$ cat src/rtl/jt03_busq_mix.sv
// jt03_busq_mix: queues host register writes and replays them to a jt12_top with chip-safe spacing,
// and mixes FM/PSG audio with gain and saturation. Define JT03_DCBLOCK_EN to add a DC blocker stage.
//
// state    | meaning
// S_IDLE   | waiting for a queued write and a cen pulse
// S_STROBE | chip_cs_n/chip_wr_n low for one cen period
// S_GAP    | down-counting the post-write busy time
module jt03_busq_mix #(
  parameter int unsigned FIFO_DEPTH = 8,
  parameter int unsigned AW         = 1,
  parameter int unsigned ADDR_GAP   = 17,
  parameter int unsigned DATA_GAP   = 83,
  parameter logic [7:0]  FM_GAIN    = 8'h10,
  parameter logic [7:0]  PSG_GAIN   = 8'h20,
  parameter int unsigned OUT_W      = 16
) (
  input  logic                        clk,
  input  logic                        rst_n,
  input  logic                        i_cen,
  input  logic                        i_host_we,
  input  logic [AW-1:0]               i_host_addr,
  input  logic [7:0]                  i_host_din,
  output logic                        o_host_ready,
  output logic [$clog2(FIFO_DEPTH):0] o_fifo_level,
  output logic                        o_ovf,
  output logic                        o_chip_cs_n,
  output logic                        o_chip_wr_n,
  output logic [AW-1:0]               o_chip_addr,
  output logic [7:0]                  o_chip_din,
  input  logic signed [15:0]          i_fm_snd,
  input  logic [9:0]                  i_psg_snd,
  input  logic                        i_snd_sample,
  output logic signed [OUT_W-1:0]     o_snd,
  output logic                        o_snd_valid,
  output logic                        o_clip
);

  localparam int unsigned LW      = $clog2(FIFO_DEPTH);
  localparam int unsigned LVL_W   = LW + 1;
  localparam int unsigned EW      = AW + 8;
  localparam int unsigned GAP_MAX = (DATA_GAP > ADDR_GAP) ? DATA_GAP : ADDR_GAP;
  localparam int unsigned GW      = (GAP_MAX < 1) ? 1 : $clog2(GAP_MAX + 1);
  localparam logic [GW-1:0] ADDR_GAP_C = GW'(ADDR_GAP);
  localparam logic [GW-1:0] DATA_GAP_C = GW'(DATA_GAP);

  typedef enum logic [1:0] {S_IDLE, S_STROBE, S_GAP} state_t;

  logic [EW-1:0]    r_mem [FIFO_DEPTH];
  logic [LW-1:0]    r_wptr, r_rptr;
  logic [LVL_W-1:0] r_level;
  logic             r_ovf;
  logic             w_full, w_push, w_pop;
  logic [EW-1:0]    w_head;

  state_t           r_state, w_state_nxt;
  logic [GW-1:0]    r_gap, w_gap_nxt;
  logic             r_strb_n;
  logic [AW-1:0]    r_chip_addr;
  logic [7:0]       r_chip_din;

  // full is judged on the registered level, so a pop in the same cycle never frees a slot for the push
  assign w_full = (r_level == LVL_W'(FIFO_DEPTH));
  assign w_push = i_host_we & ~w_full;
  assign w_head = r_mem[r_rptr];

  always_ff @(posedge clk) begin
    if (w_push) r_mem[r_wptr] <= {i_host_addr, i_host_din};
  end

  always_ff @(posedge clk or negedge rst_n) begin
    if (!rst_n) begin
      r_wptr  <= '0;
      r_rptr  <= '0;
      r_level <= '0;
      r_ovf   <= 1'b0;
    end else begin
      if (w_push) r_wptr <= r_wptr + LW'(1);
      if (w_pop)  r_rptr <= r_rptr + LW'(1);
      case ({w_push, w_pop})
        2'b10:   r_level <= r_level + LVL_W'(1);
        2'b01:   r_level <= r_level - LVL_W'(1);
        default: r_level <= r_level;
      endcase
      if (i_host_we && w_full) r_ovf <= 1'b1;
    end
  end

  always_comb begin
    w_state_nxt = r_state;
    w_gap_nxt   = r_gap;
    w_pop       = 1'b0;
    case (r_state)
      S_IDLE: begin
        if (i_cen && (r_level != '0)) begin
          w_pop       = 1'b1;
          w_state_nxt = S_STROBE;
        end
      end
      S_STROBE: begin
        if (i_cen) begin
          w_gap_nxt   = r_chip_addr[0] ? DATA_GAP_C : ADDR_GAP_C;
          w_state_nxt = S_GAP;
        end
      end
      S_GAP: begin
        // leaving on the 1->0 step makes the next strobe land gap+1 cen pulses after the last one ended
        if (i_cen) begin
          w_gap_nxt = (r_gap == '0) ? '0 : r_gap - GW'(1);
          if (r_gap <= GW'(1)) w_state_nxt = S_IDLE;
        end
      end
      default: w_state_nxt = S_IDLE;
    endcase
  end

  always_ff @(posedge clk or negedge rst_n) begin
    if (!rst_n) begin
      r_state     <= S_IDLE;
      r_gap       <= '0;
      r_strb_n    <= 1'b1;
      r_chip_addr <= '0;
      r_chip_din  <= '0;
    end else begin
      r_state  <= w_state_nxt;
      r_gap    <= w_gap_nxt;
      r_strb_n <= (w_state_nxt != S_STROBE);
      if (w_pop) begin
        r_chip_addr <= w_head[EW-1:8];
        r_chip_din  <= w_head[7:0];
      end
    end
  end

  assign o_host_ready = ~w_full;
  assign o_fifo_level = r_level;
  assign o_ovf        = r_ovf;
  assign o_chip_cs_n  = r_strb_n;
  assign o_chip_wr_n  = r_strb_n;
  assign o_chip_addr  = r_chip_addr;
  assign o_chip_din   = r_chip_din;

  localparam logic signed [25:0] FM_G    = $signed({18'd0, FM_GAIN});
  localparam logic signed [25:0] PSG_G   = $signed({18'd0, PSG_GAIN});
  localparam logic signed [25:0] SAT_MAX = (26'sd1 <<< (OUT_W - 1)) - 26'sd1;
  localparam logic signed [25:0] SAT_MIN = -(26'sd1 <<< (OUT_W - 1));

  logic signed [10:0]      w_psg_c;
  logic signed [25:0]      w_fm_ext, w_psg_ext, w_acc, w_y;
  logic signed [OUT_W-1:0] w_sat;
  logic                    w_sat_clip;
  logic signed [OUT_W-1:0] r_snd;
  logic                    r_snd_valid, r_clip;

  assign w_psg_c   = $signed({1'b0, i_psg_snd} - 11'd512);
  assign w_fm_ext  = {{10{i_fm_snd[15]}}, i_fm_snd};
  assign w_psg_ext = {{15{w_psg_c[10]}}, w_psg_c};
  assign w_acc     = w_fm_ext * FM_G + w_psg_ext * PSG_G * 26'sd64;
  assign w_y       = w_acc >>> 4;

  always_comb begin
    w_sat      = w_y[OUT_W-1:0];
    w_sat_clip = 1'b0;
    if (w_y > SAT_MAX) begin
      w_sat      = SAT_MAX[OUT_W-1:0];
      w_sat_clip = 1'b1;
    end else if (w_y < SAT_MIN) begin
      w_sat      = SAT_MIN[OUT_W-1:0];
      w_sat_clip = 1'b1;
    end
  end

`ifdef JT03_DCBLOCK_EN
  localparam int unsigned ZW = 22;
  localparam logic signed [ZW-1:0] Z_MAX = 22'sd524287;
  localparam logic signed [ZW-1:0] Z_MIN = -22'sd524288;
  localparam logic signed [ZW-1:0] O_MAX = (22'sd1 <<< (OUT_W - 1)) - 22'sd1;
  localparam logic signed [ZW-1:0] O_MIN = -(22'sd1 <<< (OUT_W - 1));

  logic                    r_s1_v, r_s1_clip;
  logic signed [OUT_W-1:0] r_s1_y, r_y_prev;
  logic signed [19:0]      r_z_prev;
  logic signed [ZW-1:0]    w_z;
  logic signed [19:0]      w_z_st;
  logic signed [OUT_W-1:0] w_z_out;
  logic                    w_z_clip;

  assign w_z = ZW'(r_s1_y) - ZW'(r_y_prev) + ZW'(r_z_prev) - ZW'(r_z_prev >>> 8);

  always_comb begin
    w_z_st   = w_z[19:0];
    w_z_out  = w_z[OUT_W-1:0];
    w_z_clip = 1'b0;
    if (w_z > Z_MAX)      w_z_st = Z_MAX[19:0];
    else if (w_z < Z_MIN) w_z_st = Z_MIN[19:0];
    if (w_z > O_MAX) begin
      w_z_out  = O_MAX[OUT_W-1:0];
      w_z_clip = 1'b1;
    end else if (w_z < O_MIN) begin
      w_z_out  = O_MIN[OUT_W-1:0];
      w_z_clip = 1'b1;
    end
  end

  always_ff @(posedge clk or negedge rst_n) begin
    if (!rst_n) begin
      r_s1_v      <= 1'b0;
      r_s1_clip   <= 1'b0;
      r_s1_y      <= '0;
      r_y_prev    <= '0;
      r_z_prev    <= '0;
      r_snd       <= '0;
      r_snd_valid <= 1'b0;
      r_clip      <= 1'b0;
    end else begin
      r_s1_v <= i_snd_sample;
      if (i_snd_sample) begin
        r_s1_y    <= w_sat;
        r_s1_clip <= w_sat_clip;
      end
      r_snd_valid <= r_s1_v;
      r_clip      <= r_s1_v & (r_s1_clip | w_z_clip);
      if (r_s1_v) begin
        r_snd    <= w_z_out;
        r_y_prev <= r_s1_y;
        r_z_prev <= w_z_st;
      end
    end
  end
`else
  always_ff @(posedge clk or negedge rst_n) begin
    if (!rst_n) begin
      r_snd       <= '0;
      r_snd_valid <= 1'b0;
      r_clip      <= 1'b0;
    end else begin
      r_snd_valid <= i_snd_sample;
      r_clip      <= i_snd_sample & w_sat_clip;
      if (i_snd_sample) r_snd <= w_sat;
    end
  end
`endif

  assign o_snd       = r_snd;
  assign o_snd_valid = r_snd_valid;
  assign o_clip      = r_clip;

endmodule
$ cat config.mk
export PLATFORM = sky130hd
export DESIGN_NAME = jt03_busq_mix
export DESIGN_NICKNAME = d
export VERILOG_FILES = /design/src/rtl/jt03_busq_mix.sv
export SDC_FILE = /design/constraint.sdc
export NUM_CORES = 1
export LEC_CHECK = 0
export CAP_MARGIN = 20
export CELL_PAD_IN_SITES_DETAIL_PLACEMENT = 0
export CELL_PAD_IN_SITES_GLOBAL_PLACEMENT = 2
export CORE_ASPECT_RATIO = 1.4
export CORE_MARGIN = 5
export CORE_UTILIZATION = 25
export CTS_BUF_LIST = sky130_fd_sc_hd__clkbuf_4
export DETAILED_ROUTE_END_ITERATION = 7
export PLACE_DENSITY = 0.63
export SLEW_MARGIN = 5
export SYNTH_ARGS = -nofsm -noshare
export SYNTH_HDL_FRONTEND = slang
export SYNTH_SLANG_ARGS = --single-unit
export TNS_END_PERCENT = 30
$ cat constraint.sdc
create_clock -name clk -period 2.5 [get_ports clk]
set_input_delay 0.5 -clock clk [delete_from_list [all_inputs] [get_ports clk]]
set_output_delay 0.5 -clock clk [all_outputs]
set_load 0.02 [all_outputs]
==> flow_metrics.py, run 1 <==
metrics = {
    "pwr": {
        "powerDensity_mw_per_mm2": 985,
        "p_leak_nw": 2.84,
        "irDropWorstVdd_mv": 0.318,
    },
    "routing": {
        "drt_wl_total_mm": 13.5,
        "route.detailed.drc": 0,
        "vias": 3687,
        "drt_iter0_drc": 85,
        "first_pass_iters": 4,
        "wl_per_cell_um": 16.1,
        "vias_per_cell": 4.41,
        "ant_nets": 0,
    },
    "worst_setup_path": {
        "cpPeakStageDelay_ps": 470,
        "crit_cells": 11,
        "cp_slowest_cell": "clkdlybuf4s50_1",
        "crit_path_end_kind": "flop",
        "worst_r2r_path_depth": 11,
        "cp_num_buf_inv": 4,
        "critPathKind": "primary input to flop",
        "crit_fanout": 8,
        "cp_top_family": "compound AO/OA/AOI/OAI gates",
        "critPathMostFrequentCell": "buf_4",
        "r2r-start": "o_fifo_level[1]",
        "cp.required_ps": 2890,
        "worst_ep_arrival_time_ps": 2900,
        "start_kind": "primary input",
        "worstPathCellList": "clkdlybuf4s50_1 > ha_2 > buf_4 > nand3_1 > nand2_2 > a221o_1 > a22oi_2 > o32ai_4 > buf_4 > buf_12 > a221o_2",
        "reg2reg_slack_ps": 240,
        "worstReg2RegEnd": "o_fifo_level[3]",
    },
    "timing": {
        "hold_viol_final": 0,
        "hold_ws_ps": 490,
        "setup_tns_ps": -7.82,
        "max_slew.worst_pin.slew_ps": 664,
        "fin_skew_ps": 16.5,
        "min_period_ps": 2510,
        "fmax_mhz": 399,
        "maxSlewHeadroom": 0.557,
        "period_share": 1.00,
        "setup_slack_ps": -7.82,
        "finalSetupViolations": 1,
        "slew_violations": 0,
    },
    "min_path": {
        "min_path_cells": 3,
        "min_from": "i_fm_snd[7]",
        "hp-class": "primary input to flop",
        "hold_path_end": "o_snd[7]",
    },
    "die": {
        "die_x_um": 135,
        "ios": 75,
        "initial_utilization": 0.252,
        "core.rowCount": 64,
        "dieArea_sq_mm": 0.0250,
        "die_y_um": 185,
        "coreArea_sq_mm": 0.0217,
    },
    "run": {
        "cap_violations": 0,
    },
    "status": {
        "violations": "setup timing",
        "status": "complete, but fails checks",
    },
    "clocking": {
        "cts_buffers": 17,
        "ctsHtreeMaxLevel": 4,
        "cts_buffer_depth": 2,
        "cts_root_buffer": "clkbuf_4",
        "clock-sinks": 120,
        "clkLatencyLatePin_ps": 500,
        "cts_tree": "built",
        "clk_pin_slew_ps": 110,
    },
    "synth": {
        "synth-main-ff-cell": "edfxtp_1",
        "seq_area_frac_synth": 0.614,
        "synth.distinct_cells": 55,
        "synth_top_cells_by_area": "edfxtp_1, dfrtp_1, mux4_2",
        "ys_seq_elements": 120,
        "netlist_instances": 389,
        "synth_edf_count": 72,
        "ys_warn_count": 0,
        "synth_nets": 448,
        "synth.cell_area_sq_mm": 0.00548,
        "synth.avg_cell_area_sq_um": 14.1,
        "synth_top_area_frac": 0.395,
        "async_flop_share": 0.400,
        "synth_top_area_cell": "edfxtp_1",
    },
    "grt": {
        "antenna_found_initial": 1,
        "grt_pass1_wl_mm": 21.5,
        "gr-total-overflow": 0,
        "grt_pass1_vias": 4048,
        "grt_max_degree": 26,
        "gr-usage-all-layers": 0.113,
    },
    "cells_and_area": {
        "fin_cells": 837,
        "syn_to_final_growth_pct": 36.8,
        "nets": 585,
        "final_cell_mix": "edfxtp_1, clkdlybuf4s50_1, buf_4",
        "drive_above_1_share": 0.276,
        "layout_commonest_cell": "edfxtp_1",
    },
    "placement": {
        "dp_cells": 796,
        "io_buffers": 74,
        "routabilityCongestion": 0.783,
        "place_hpwl_mm": 9.49,
    },
}
[report_power, final]
part / leakage, nW / internal (W) / switching (W) / total (W)
sequential: 1.22 / 0.00258 / 0.000296 / 0.00287
combinational: 1.44 / 0.00140 / 0.00141 / 0.00282
clock: 0.184 / 0.000931 / 0.000762 / 0.00169
[repair_timing]
| action | 4_1_cts | 5_1_grt |
|---|---|---|
| setup buffers | 3 | 3 |
| endpoints found under the hold margin | 23 | 0 |
| gates cloned | 1 | 0 |
| pin swaps | 10 | 8 |
| hold buffers | 1 | 0 |
| resized for setup | 13 | 12 |
| endpoints found under the setup margin | 16 | 15 |
[worst register-to-register path: stages, from the launching register on]
cell and delay, ps:
dfrtp_1 450, nor3_2 260, a21oi_1 120, nand2_1 120, inv_1 80, ha_1 200, ha_1 270, a21o_1 170
a21oi_1 170, xnor2_1 130, nor2_1 70, xnor2_1 120
[per-layer routing]
layer	up-vias	global-route usage	wire length (um)
li1	1759	-	-
met1	1835	0.117	5150
met2	80	0.213	7470
met3	13	0.0340	590
met4	0	0.0436	266
met5	-	0	0
[flip-flops by register name (all words and copies together), names as in the netlist]
| signal | cells |
|---|---|
| o_chip_cs_n | 1 |
| r_wptr | 3 |
| r_rptr | 3 |
| o_ovf | 1 |
| r_state | 2 |
| r_gap | 7 |
| o_snd_valid | 1 |
| o_chip_din | 8 |
| r_mem | 72 |
| o_snd | 16 |
| o_fifo_level | 4 |
| o_clip | 1 |
| o_chip_addr | 1 |
[through the flow]
step	setup WS (ps)	power (W)	area, sq um	utilization
2_1_floorplan	1.57	0.00458	5550	-
3_3_place_gp	-814	0.00566	6940	0.320
3_5_place_dp	-920	0.00573	6940	0.320
4_1_cts	1.12	0.00751	7420	0.342
5_1_grt	-5.55	0.00789	7490	0.345
6_report	-7.82	0.00738	7490	0.345
[Yosys cell counts (all sizes together), types with 7 or more instances]
library cell and number:
inv 16, buf 7, edfxtp 72, a221o 16
nand3 13, nand2 36, clkbuf 7, xnor2 11
dfrtp 47, o21ai 23, mux4 18, mux2i 12
a21oi 19, nor2 23, ha 17
[kinds of logic after synthesis]
| group | Yosys count | synth area share |
|---|---|---|
| buffers and inverters | 32 | 0.0317 |
| XOR/XNOR | 13 | 0.0208 |
| flip-flops | 120 | 0.614 |
| adder cells (fa/ha/maj) | 19 | 0.0461 |
| multiplexers | 31 | 0.0980 |
| AND/OR/NAND/NOR | 93 | 0.0761 |
| AO/OA/AOI/OAI | 81 | 0.113 |
[how the worst max path moves through the flow]
stage	slack, ps	from	to
floorplan	2	i_fm_snd[10]	o_snd[12]
global placement	-810	i_fm_snd[7]	o_snd[8]
detailed placement	-920	i_fm_snd[7]	o_snd[5]
CTS	1	i_fm_snd[8]	o_snd[5]
global route	-6	i_psg_snd[7]	o_snd[5]
finish	-8	i_psg_snd[7]	o_snd[5]
[layout make-up]
type	instances	area [sq um]
sequential	120	3360
clock inverter	13	218
antenna	1	2.50
inverter	17	63.8
clock buffer	19	143
fill	2164	14200
tap	297	372
timing repair buffer	133	1240
multi-input combinational	237	2100
(Power assumes the default switching activity.)
==> run 2, diff against run 1 <==
--- a/config.mk
+++ b/config.mk
@@ -10,10 +10,10 @@
 export CELL_PAD_IN_SITES_GLOBAL_PLACEMENT = 2
 export CORE_ASPECT_RATIO = 1.4
 export CORE_MARGIN = 5
-export CORE_UTILIZATION = 25
+export CORE_UTILIZATION = 40
 export CTS_BUF_LIST = sky130_fd_sc_hd__clkbuf_4
 export DETAILED_ROUTE_END_ITERATION = 7
-export PLACE_DENSITY = 0.63
+export PLACE_DENSITY = 0.89
 export SLEW_MARGIN = 5
 export SYNTH_ARGS = -nofsm -noshare
 export SYNTH_HDL_FRONTEND = slang
==> flow_metrics.py, run 2 (synthesis gave the netlist of run 1 again) <==
metrics = {
    "routing": {
        "route.detailed.drc": 0,
        "vias": 3634,
        "first_pass_iters": 4,
        "drt_wl_total_mm": 12.0,
        "ant_nets": 0,
        "wl_per_cell_um": 16.7,
        "vias_per_cell": 5.05,
        "drt_iter0_drc": 179,
    },
    "timing": {
        "hold_viol_final": 0,
        "max_slew.worst_pin.slew_ps": 633,
        "slew_violations": 0,
        "min_period_ps": 2500,
        "fmax_mhz": 401,
        "period_share": 0.998,
        "hold_ws_ps": 98.2,
        "fin_skew_ps": 14.9,
        "finalSetupViolations": 0,
        "maxSlewHeadroom": 0.578,
    },
    "worst_setup_path": {
        "worstPathCellList": "clkdlybuf4s50_1 > ha_4 > a221oi_4 > a21boi_4 > a221o_1 > a22oi_2 > o32ai_4 > buf_12 > a221o_2",
        "cp_slowest_cell": "clkdlybuf4s50_1",
        "cp.required_ps": 2880,
        "crit_path_end_kind": "flop",
        "cpPeakStageDelay_ps": 460,
        "crit_fanout": 8,
        "worst_ep_arrival_time_ps": 2870,
        "critPathKind": "primary input to flop",
        "start_kind": "primary input",
        "cp_num_buf_inv": 2,
        "cp_top_family": "compound AO/OA/AOI/OAI gates",
    },
    "pwr": {
        "powerDensity_mw_per_mm2": 979,
        "p_leak_nw": 2.88,
        "irDropWorstVdd_mv": 0.393,
        "power.total_w": 0.00714,
    },
    "run": {
        "cap_violations": 0,
    },
    "clocking": {
        "cts_tree": "built",
        "clk_pin_slew_ps": 100,
        "cts_buffer_depth": 2,
        "clock-sinks": 120,
        "cts_root_buffer": "clkbuf_4",
        "cts_buffers": 17,
        "ctsHoldBuffers": 0,
        "ctsHtreeMaxLevel": 4,
        "clkLatencyLatePin_ps": 490,
    },
    "cells_and_area": {
        "layout_commonest_cell": "edfxtp_1",
        "fill_cells": 1178,
        "nets": 583,
        "drive_above_1_share": 0.276,
        "seqCellArea_sq_mm": 0.00336,
        "syn_to_final_growth_pct": 33.2,
        "multi_input_area_sq_mm": 0.00212,
        "top_register": "r_mem",
        "final_cell_mix": "edfxtp_1, clkdlybuf4s50_1, buf_4",
        "largest_reg_flops": 72,
    },
    "die": {
        "die_x_um": 109,
        "die_y_um": 148,
        "core.rowCount": 50,
        "coreArea_sq_mm": 0.0134,
        "dieArea_sq_mm": 0.0162,
        "ios": 75,
        "initial_utilization": 0.409,
    },
    "grt": {
        "grt_pass1_vias": 3884,
        "gr-usage-all-layers": 0.157,
        "grt_max_degree": 49,
        "grt_pass1_wl_mm": 19.3,
        "antenna_found_initial": 1,
        "gr-total-overflow": 0,
    },
    "status": {
        "status": "complete, no violations",
    },
    "placement": {
        "routabilityCongestion": 0.847,
        "io_buffers": 74,
        "place_hpwl_mm": 8.41,
    },
    "min_path": {
        "hp-class": "primary input to async pin",
    },
}
run 2: cell count changes in the layout (fill, tap and decap cells not counted), moves of 2 or more:
cell,delta
buf_12,-2
clkbuf_2,+2
clkbuf_4,+3
clkdlybuf4s50_1,-3
clkinv_2,+4
clkinv_4,-3
dlygate4sd2_1,-5
dlymetal6s2s_1,+7
ha_2,-2
ha_4,+2
inv_6,-3
run 2: final cells by class:
class	instances	share of cell area
Tap cell	182	0.0312
Multi-Input combinational cell	237	0.290
Sequential cell	120	0.461
Clock buffer	22	0.0226
Antenna cell	1	0.000343
Clock inverter	10	0.0207
Timing Repair Buffer	131	0.165
Inverter	17	0.00874
run 2: power breakdown:
part | switching (W) | internal, W
registers | 0.000336 | 0.00258
logic | 0.00134 | 0.00139
clock network | 0.000660 | 0.000841
total | 0.00234 | 0.00481
run 2: what timing repair did:
| action | CTS | global route |
|---|---|---|
| gates cloned | 0 | 1 |
| gates resized for setup | 5 | 26 |
| setup buffers | 1 | 5 |
| pin swaps | 5 | 9 |
| endpoints found under the setup margin | 16 | 16 |
run 2: metrics by stage:
stage,cell area (sq um),cells,setup slack (ps),util,TNS [ps]
after floorplan,5550,389,1.57,-,0
after global placement,6780,680,-732,0.506,-11900
after detailed placement,6780,680,-829,0.506,-13320
after CTS,7130,713,-121,0.532,-1360
after global routing,7300,720,-43.8,0.545,-267
final,7300,720,4.62,0.545,0
run 2: worst paths after layout:
kind	start	endpoint	slack, ps	cells past startpoint
setup / recovery	i_fm_snd[9]	o_snd[6]	5	9
hold / removal	rst_n	r_gap[2]	100	2
setup reg to reg	o_fifo_level[1]	o_fifo_level[3]	260	11
hold reg to reg	o_chip_din[6]	o_chip_din[6]	480	2
max in group asynchronous	rst_n	o_snd[12]	1960	2
min in group clk	i_psg_snd[0]	o_snd[7]	380	3
run 2: routing by layer:
layer | wire (um) | vias to the layer above | track usage
li1 | - | 1747 | -
met1 | 4630 | 1757 | 0.178
met2 | 6380 | 112 | 0.272
met3 | 790 | 18 | 0.0556
met4 | 218 | 0 | 0.0524
met5 | 0 | - | 0
run 2: worst register-to-register path, cell delays in order (launching register included):
cell and delay, ps:
dfrtp_1 430, nor3_2 240, buf_4 150, nand2_1 110
nand2_1 140, ha_1 180, ha_1 230, a21o_1 170
a21oi_1 160, xnor2_1 130, nor2_1 70, xnor2_1 130
